<file path="config.mk">
export PLATFORM = sky130hd
export DESIGN_NAME = cache_tag_unit
export DESIGN_NICKNAME = d
export VERILOG_FILES = /design/src/rtl/cache_tag_unit.sv
export SDC_FILE = /design/constraint.sdc
export NUM_CORES = 1
export LEC_CHECK = 0
export CAP_MARGIN = 15
export CORE_ASPECT_RATIO = 0.9
export CORE_UTILIZATION = 30
export DETAILED_ROUTE_END_ITERATION = 6
export PLACE_DENSITY = 0.5
export SLEW_MARGIN = 20
export SYNTH_ARGS = -nofsm -noshare
export SYNTH_HDL_FRONTEND = slang
export SYNTH_SLANG_ARGS = --single-unit
</file>
<file path="constraint.sdc">
create_clock -name clk -period 3.6 [get_ports clk]
set_input_delay 0.36 -clock clk [delete_from_list [all_inputs] [get_ports clk]]
set_output_delay 0.36 -clock clk [all_outputs]
set_load 0.005 [all_outputs]
</file>
<file path="src/rtl/cache_tag_unit.sv">
// Tag store and lookup controller for a 1/2-way cache: hit/miss detection,
// single-outstanding refill handshake and line-by-line invalidation sweep.
module cache_tag_unit #(
    parameter int ADDR_W   = 16,
    parameter int INDEX_W  = 5,
    parameter int OFFSET_W = 5,
    parameter int WAYS     = 2
) (
    input  logic                  clk,
    input  logic                  rst,
    input  logic                  req_valid,
    output logic                  req_ready,
    input  logic [ADDR_W-1:0]     req_addr,
    output logic                  resp_valid,
    output logic                  resp_hit,
    output logic                  resp_way,
    output logic [INDEX_W-1:0]    resp_index,
    output logic [OFFSET_W-3:0]   resp_word,
    output logic                  refill_req,
    output logic [ADDR_W-1:0]     refill_addr,
    input  logic                  refill_done,
    input  logic                  flush,
    output logic                  busy
);
    localparam int TAG_W = ADDR_W - INDEX_W - OFFSET_W;
    localparam int LINES = 1 << INDEX_W;

    typedef enum logic [1:0] {ST_FLUSH, ST_IDLE, ST_LOOKUP, ST_REFILL} state_t;
    state_t state_reg, state_next;

    logic [ADDR_W-1:0]  addr_reg;
    logic [TAG_W-1:0]   tag_req;
    logic [INDEX_W-1:0] index_req;
    logic [INDEX_W-1:0] flush_cnt_reg;
    logic               flush_pend_reg;
    logic [LINES-1:0]   lru_reg;
    logic               victim_reg;
    logic [WAYS-1:0]    way_valid;
    logic [WAYS-1:0]    way_match;
    logic               accept;
    logic               hit;
    logic               hit_way;
    logic               miss_victim;
    logic               tag_we;
    logic               unused_addr_bits;

    assign tag_req          = addr_reg[ADDR_W-1 -: TAG_W];
    assign index_req        = addr_reg[OFFSET_W +: INDEX_W];
    assign unused_addr_bits = ^addr_reg[1:0];
    assign accept           = req_valid && req_ready;
    assign tag_we           = (state_reg == ST_REFILL) && refill_done && !rst;

    // Tag RAM read is launched at the handshake edge so LOOKUP compares a registered value.
    genvar gi;
    generate
        for (gi = 0; gi < WAYS; gi++) begin : g_way
            logic [TAG_W-1:0] tag_mem [LINES];
            logic [TAG_W-1:0] tag_rd_reg;
            logic [LINES-1:0] valid_reg;

            always_ff @(posedge clk) begin
                if (tag_we && victim_reg == 1'(gi))
                    tag_mem[index_req] <= tag_req;
                if (accept)
                    tag_rd_reg <= tag_mem[req_addr[OFFSET_W +: INDEX_W]];
            end

            always_ff @(posedge clk) begin
                if (state_reg == ST_FLUSH)
                    valid_reg[flush_cnt_reg] <= 1'b0;
                else if (tag_we && victim_reg == 1'(gi))
                    valid_reg[index_req] <= 1'b1;
            end

            assign way_valid[gi] = valid_reg[index_req];
            assign way_match[gi] = valid_reg[index_req] && (tag_rd_reg == tag_req);
        end
    endgenerate

    assign hit = |way_match;

    always_comb begin
        hit_way     = 1'b0;
        miss_victim = 1'b0;
        if (WAYS > 1) begin
            hit_way = way_match[WAYS-1];
            if (!way_valid[0])
                miss_victim = 1'b0;
            else if (!way_valid[WAYS-1])
                miss_victim = 1'b1;
            else
                miss_victim = lru_reg[index_req];
        end
    end

    always_ff @(posedge clk) begin
        if (rst)
            state_reg <= ST_FLUSH;
        else
            state_reg <= state_next;
    end

    always_comb begin
        state_next = state_reg;
        case (state_reg)
            ST_FLUSH:  if (flush_cnt_reg == '1) state_next = ST_IDLE;
            ST_IDLE: begin
                if (flush_pend_reg)
                    state_next = ST_FLUSH;
                else if (req_valid)
                    state_next = ST_LOOKUP;
            end
            ST_LOOKUP: state_next = hit ? ST_IDLE : ST_REFILL;
            ST_REFILL: if (refill_done) state_next = ST_IDLE;
            default:   state_next = ST_FLUSH;
        endcase
    end

    always_comb begin
        req_ready   = (state_reg == ST_IDLE) && !flush_pend_reg;
        busy        = (state_reg != ST_IDLE);
        refill_req  = (state_reg == ST_REFILL);
        refill_addr = {tag_req, index_req, {OFFSET_W{1'b0}}};
    end

    always_ff @(posedge clk) begin
        if (rst) begin
            addr_reg       <= '0;
            flush_cnt_reg  <= '0;
            flush_pend_reg <= 1'b0;
            victim_reg     <= 1'b0;
            resp_valid     <= 1'b0;
            resp_hit       <= 1'b0;
            resp_way       <= 1'b0;
            resp_index     <= '0;
            resp_word      <= '0;
        end else begin
            resp_valid <= 1'b0;
            if (state_reg == ST_FLUSH)
                flush_cnt_reg <= flush_cnt_reg + 1'b1;
            // Entering FLUSH consumes the pending request even if flush is high again.
            if (state_reg == ST_IDLE && flush_pend_reg)
                flush_pend_reg <= 1'b0;
            else if (flush && state_reg != ST_FLUSH)
                flush_pend_reg <= 1'b1;
            if (accept)
                addr_reg <= req_addr;
            if (state_reg == ST_LOOKUP) begin
                if (hit) begin
                    resp_valid <= 1'b1;
                    resp_hit   <= 1'b1;
                    resp_way   <= hit_way;
                    resp_index <= index_req;
                    resp_word  <= addr_reg[OFFSET_W-1:2];
                end else begin
                    victim_reg <= miss_victim;
                end
            end
            if (state_reg == ST_REFILL && refill_done) begin
                resp_valid <= 1'b1;
                resp_hit   <= 1'b0;
                resp_way   <= victim_reg;
                resp_index <= index_req;
                resp_word  <= addr_reg[OFFSET_W-1:2];
            end
        end
    end

    always_ff @(posedge clk) begin
        if (state_reg == ST_FLUSH)
            lru_reg[flush_cnt_reg] <= 1'b0;
        else if (state_reg == ST_LOOKUP && hit)
            lru_reg[index_req] <= ~hit_way;
        else if (tag_we)
            lru_reg[index_req] <= ~victim_reg;
    end
endmodule

</file>
==> results.rst <==
.. list-table::
   :header-rows: 1

   * - Metric
     - Value
   * - Count of max-cap constraint violations
     - 0
   * - Total negative setup slack
     - 0 ns
   * - Delay of the slowest cell on the worst path
     - 0.88 ns
   * - Clock root cell
     - sky130_fd_sc_hd__clkbuf_16
   * - Number of enable flip-flop cells after synthesis
     - 492
   * - # hold bufs at CTS
     - 0
   * - Num CTS Buffers
     - 55
   * - Worst vdd rail ir drop
     - 360 uV
   * - Area of the multi-input gates
     - 0.00676 mm^2
   * - Areal power density over the cells
     - 550 mW/mm^2
   * - Standby leakage power
     - 8.23 nW
   * - RSZ-0062 raised after global routing
     - no
   * - Number of port buffers
     - 43
   * - Register area
     - 0.0155 mm^2
   * - Critical-path maximum fanout
     - 32
   * - Syn Std Cell Area
     - 0.0227 mm^2
   * - R2r startpoint
     - addr_reg[6]
   * - Outcome
     - finished, final reports clean
   * - Number of fill cells in the layout
     - 7077
   * - Die Y-Extent
     - 263 um
   * - Share of the synthesized area in the top cell type
     - 65.0%
   * - Placeable core region
     - 0.0748 mm^2
   * - Remaining design rule violation count
     - 0
   * - Proportion of layout cells with a drive suffix above 1
     - 22.9%
   * - Number of register bits inferred by synthesis
     - 526
   * - Initial standard-cell utilization of the core
     - 30.4%
   * - Critical path start-end classification
     - reg2reg
   * - X dimension of the die
     - 292 um
   * - Antenna violations before repair
     - 1
   * - Leading cell types in the layout, fill and taps excluded
     - 492 x sky130_fd_sc_hd__edfxtp_1, 164 x sky130_fd_sc_hd__nor2_1, 133 x sky130_fd_sc_hd__mux4_2
   * - Global-route wire length before repair
     - 88.4 mm
   * - Placed cell areas
     - 0.0247 mm^2
   * - CTS-repair resized insts
     - 0
   * - Arr. time, crit path
     - 3.67 ns
   * - Source of the critical timing path
     - addr_reg[6]
   * - Hpwl dp
     - 39.3 mm
   * - Overall Global Routing Usage
     - 15.5%
   * - Via-per-instance ratio
     - 5.12
   * - Max FFs per register
     - 384
   * - Total via count in the routed design
     - 13100
   * - Most common library cell in the layout ignoring fill and taps
     - sky130_fd_sc_hd__edfxtp_1
   * - Sequential fraction of the synthesis area
     - 68.0%
   * - Clock-pin slew of the registers on the worst-case setup and hold paths
     - 0.06 ns
   * - Main area contributors after synthesis
     - sky130_fd_sc_hd__edfxtp_1 65%, sky130_fd_sc_hd__mux4_2 13%, sky130_fd_sc_hd__dfxtp_1 3.0%, sky130_fd_sc_hd__nor2_1 2.7%, sky130_fd_sc_hd__nand2_1 2.2%
   * - Post-Syn Instances
     - 1448
   * - Number of nets in the layout
     - 1572
   * - Maximum number of pins on one net before global-route repair
     - 46
   * - Async S/R FF share, synth
     - 0%
   * - Type of element capturing the critical path
     - flop
   * - Final Core Density
     - 35.5%
   * - Deepest clock path buffer count
     - 3
   * - Final hold violation count
     - 0
   * - # H-tree levels
     - 2
   * - Yosys warns
     - 0
   * - Most used cell, CP
     - sky130_fd_sc_hd__buf_4
   * - Number of clock sinks
     - 526
   * - Shortest clock period the worst path allows after layout
     - 3.29 ns
   * - Post-layout instance area
     - 0.0265 mm^2
   * - Number of rows created at floorplan
     - 95
   * - Clock tree from TritonCTS
     - built
   * - Maximum clock rate
     - 304 MHz
   * - Clock Skews
     - 0.0318 ns
   * - I/O pin cnt
     - 51
   * - CP Data Required Time
     - 3.98 ns
   * - Startpoint types
     - flop
   * - Total Wirelength
     - 60.0 mm
   * - Number of antenna-violating nets in the routed design
     - 0
   * - Setup violators final
     - 0
   * - Via count of the first global-routing pass
     - 13100
   * - First-pass iteration count of the detailed router
     - 5
   * - Worst min-delay path category
     - in2reg
   * - Post-Synthesis Mean Instance Area
     - 15.7 um^2
   * - Ys flop type
     - sky130_fd_sc_hd__edfxtp_1
   * - Count of different cell masters after synthesis
     - 54
   * - Final Wtd Congestion
     - 0.796
   * - GRT overflow
     - 0
   * - Routed wirelength normalized by instance count
     - 23.5 um
   * - Cell with the largest stage delay on the worst path
     - sky130_fd_sc_hd__dfxtp_2
   * - Worst slew pin tran
     - 1.10 ns
   * - Final count of pins violating max slew
     - 0
   * - Buffers inserted during post-CTS setup optimization
     - 0
   * - Total die area
     - 0.0769 mm^2
   * - Synthesis-to-finish area growth
     - 16.6%
   * - Ratio of final minimum period to clock period
     - 91.4%
   * - Cell-by-cell listing of the critical path
     - buf_4, mux2i_1, o22ai_1, nor4_1, o211ai_2, nand3_2, o211ai_1, buf_4, a31o_2
   * - Hold wc startpoint
     - req_addr[6]
   * - Skew-Pair Late Insertion Delay
     - 0.61 ns
   * - Relative slew margins
     - 26.2%
   * - Reg-to-reg slack, setup
     - 0.31 ns
   * - Drt initial violations
     - 1183
   * - Dominant cell type by area after synthesis
     - sky130_fd_sc_hd__edfxtp_1
[final timing paths]
path,to,cells after the start
worst min register to register,addr_reg[4],2
worst max register to register,lru_reg[24],9
worst max-delay path,lru_reg[24],9
worst min-delay path,addr_reg[6],3
[synthesized netlist by cell type, types with 3 or more instances]
library cell               instances
sky130_fd_sc_hd__nor3_1           17
sky130_fd_sc_hd__nand2b_1         10
sky130_fd_sc_hd__buf_1             9
sky130_fd_sc_hd__edfxtp_1        492
sky130_fd_sc_hd__a21o_1           31
sky130_fd_sc_hd__a22oi_1           6
sky130_fd_sc_hd__o21ai_2          20
sky130_fd_sc_hd__or2_2             3
sky130_fd_sc_hd__o211ai_1         13
sky130_fd_sc_hd__a32o_1            7
sky130_fd_sc_hd__xnor2_1           9
sky130_fd_sc_hd__nor2_1          164
sky130_fd_sc_hd__mux2i_1          32
sky130_fd_sc_hd__o22ai_1           7
sky130_fd_sc_hd__nand2_1         132
sky130_fd_sc_hd__nand4_1           4
sky130_fd_sc_hd__inv_1            10
sky130_fd_sc_hd__nand3_1          32
sky130_fd_sc_hd__o21ai_0          33
sky130_fd_sc_hd__or3b_1            3
sky130_fd_sc_hd__nor2b_1           9
sky130_fd_sc_hd__xor2_1            6
sky130_fd_sc_hd__nor3b_1           3
sky130_fd_sc_hd__clkbuf_1         61
sky130_fd_sc_hd__a21oi_1          80
sky130_fd_sc_hd__buf_2            19
sky130_fd_sc_hd__ha_1             10
sky130_fd_sc_hd__mux4_2          133
sky130_fd_sc_hd__and3_1            3
sky130_fd_sc_hd__dfxtp_1          34
sky130_fd_sc_hd__mux2_2           12
sky130_fd_sc_hd__buf_4            17
[worst max-delay path: cells and delay by family (launching register included)]
family | cells | cell delay (ns)
AND/OR/NAND/NOR | 2 | 0.56
AO/OA/AOI/OAI | 4 | 0.71
buffers and inverters | 2 | 0.62
flip-flops | 1 | 0.88
multiplexers | 1 | 0.24
[area by class of cell]
class / instances / share of cell area, %
sequential: 526 / 58.3
multi-input combinational: 808 / 25.5
clock buffer: 79 / 6.04
timing repair buffer: 140 / 4.58
tap: 970 / 4.58
clock inverter: 21 / 0.830
inverter: 10 / 0.142
antenna: 1 / 0.00944
[report_power, final]
part | switching, W | internal (W)
clock | 0.00237 | 0.00336
sequential | 0.000261 | 0.00712
combinational | 0.000840 | 0.000630
[routing by layer]
| metal | wire length (um) | up-vias | global-route usage, % |
|---|---|---|---|
| li1 | - | 5775 | - |
| met1 | 27300 | 6770 | 22.6 |
| met2 | 27700 | 443 | 24.0 |
| met3 | 3650 | 91 | 2.55 |
| met4 | 1290 | 0 | 4.38 |
| met5 | 0 | - | 0 |
[cells by family (layout without fill, tap and decap cells)]
family	after synthesis	count (layout)	synth area share, %
simple gates	391	391	7.34
fa+ha+maj	10	10	0.550
xor+xnor	15	15	0.578
flops	526	526	68.0
other cells	1	6	0.0165
compound gates	210	210	5.96
buf+inv	118	250	2.40
mux	177	177	15.2
[through the flow]
stage | instances | total power [W] | setup WS (ns) | hold WS, ns
3_5_place_dp | 2454 | 0.00898 | 0.356 | 0.450
6_report | 2555 | 0.0146 | 0.309 | 0.162
2_1_floorplan | 1452 | 0.00844 | 0.832 | 0.435
4_1_cts | 2554 | 0.0147 | 0.337 | 0.132
3_3_place_gp | 2454 | 0.00894 | 0.384 | 0.445
5_1_grt | 2554 | 0.0151 | 0.167 | 0.153
Power figures use the tool's default switching activity.
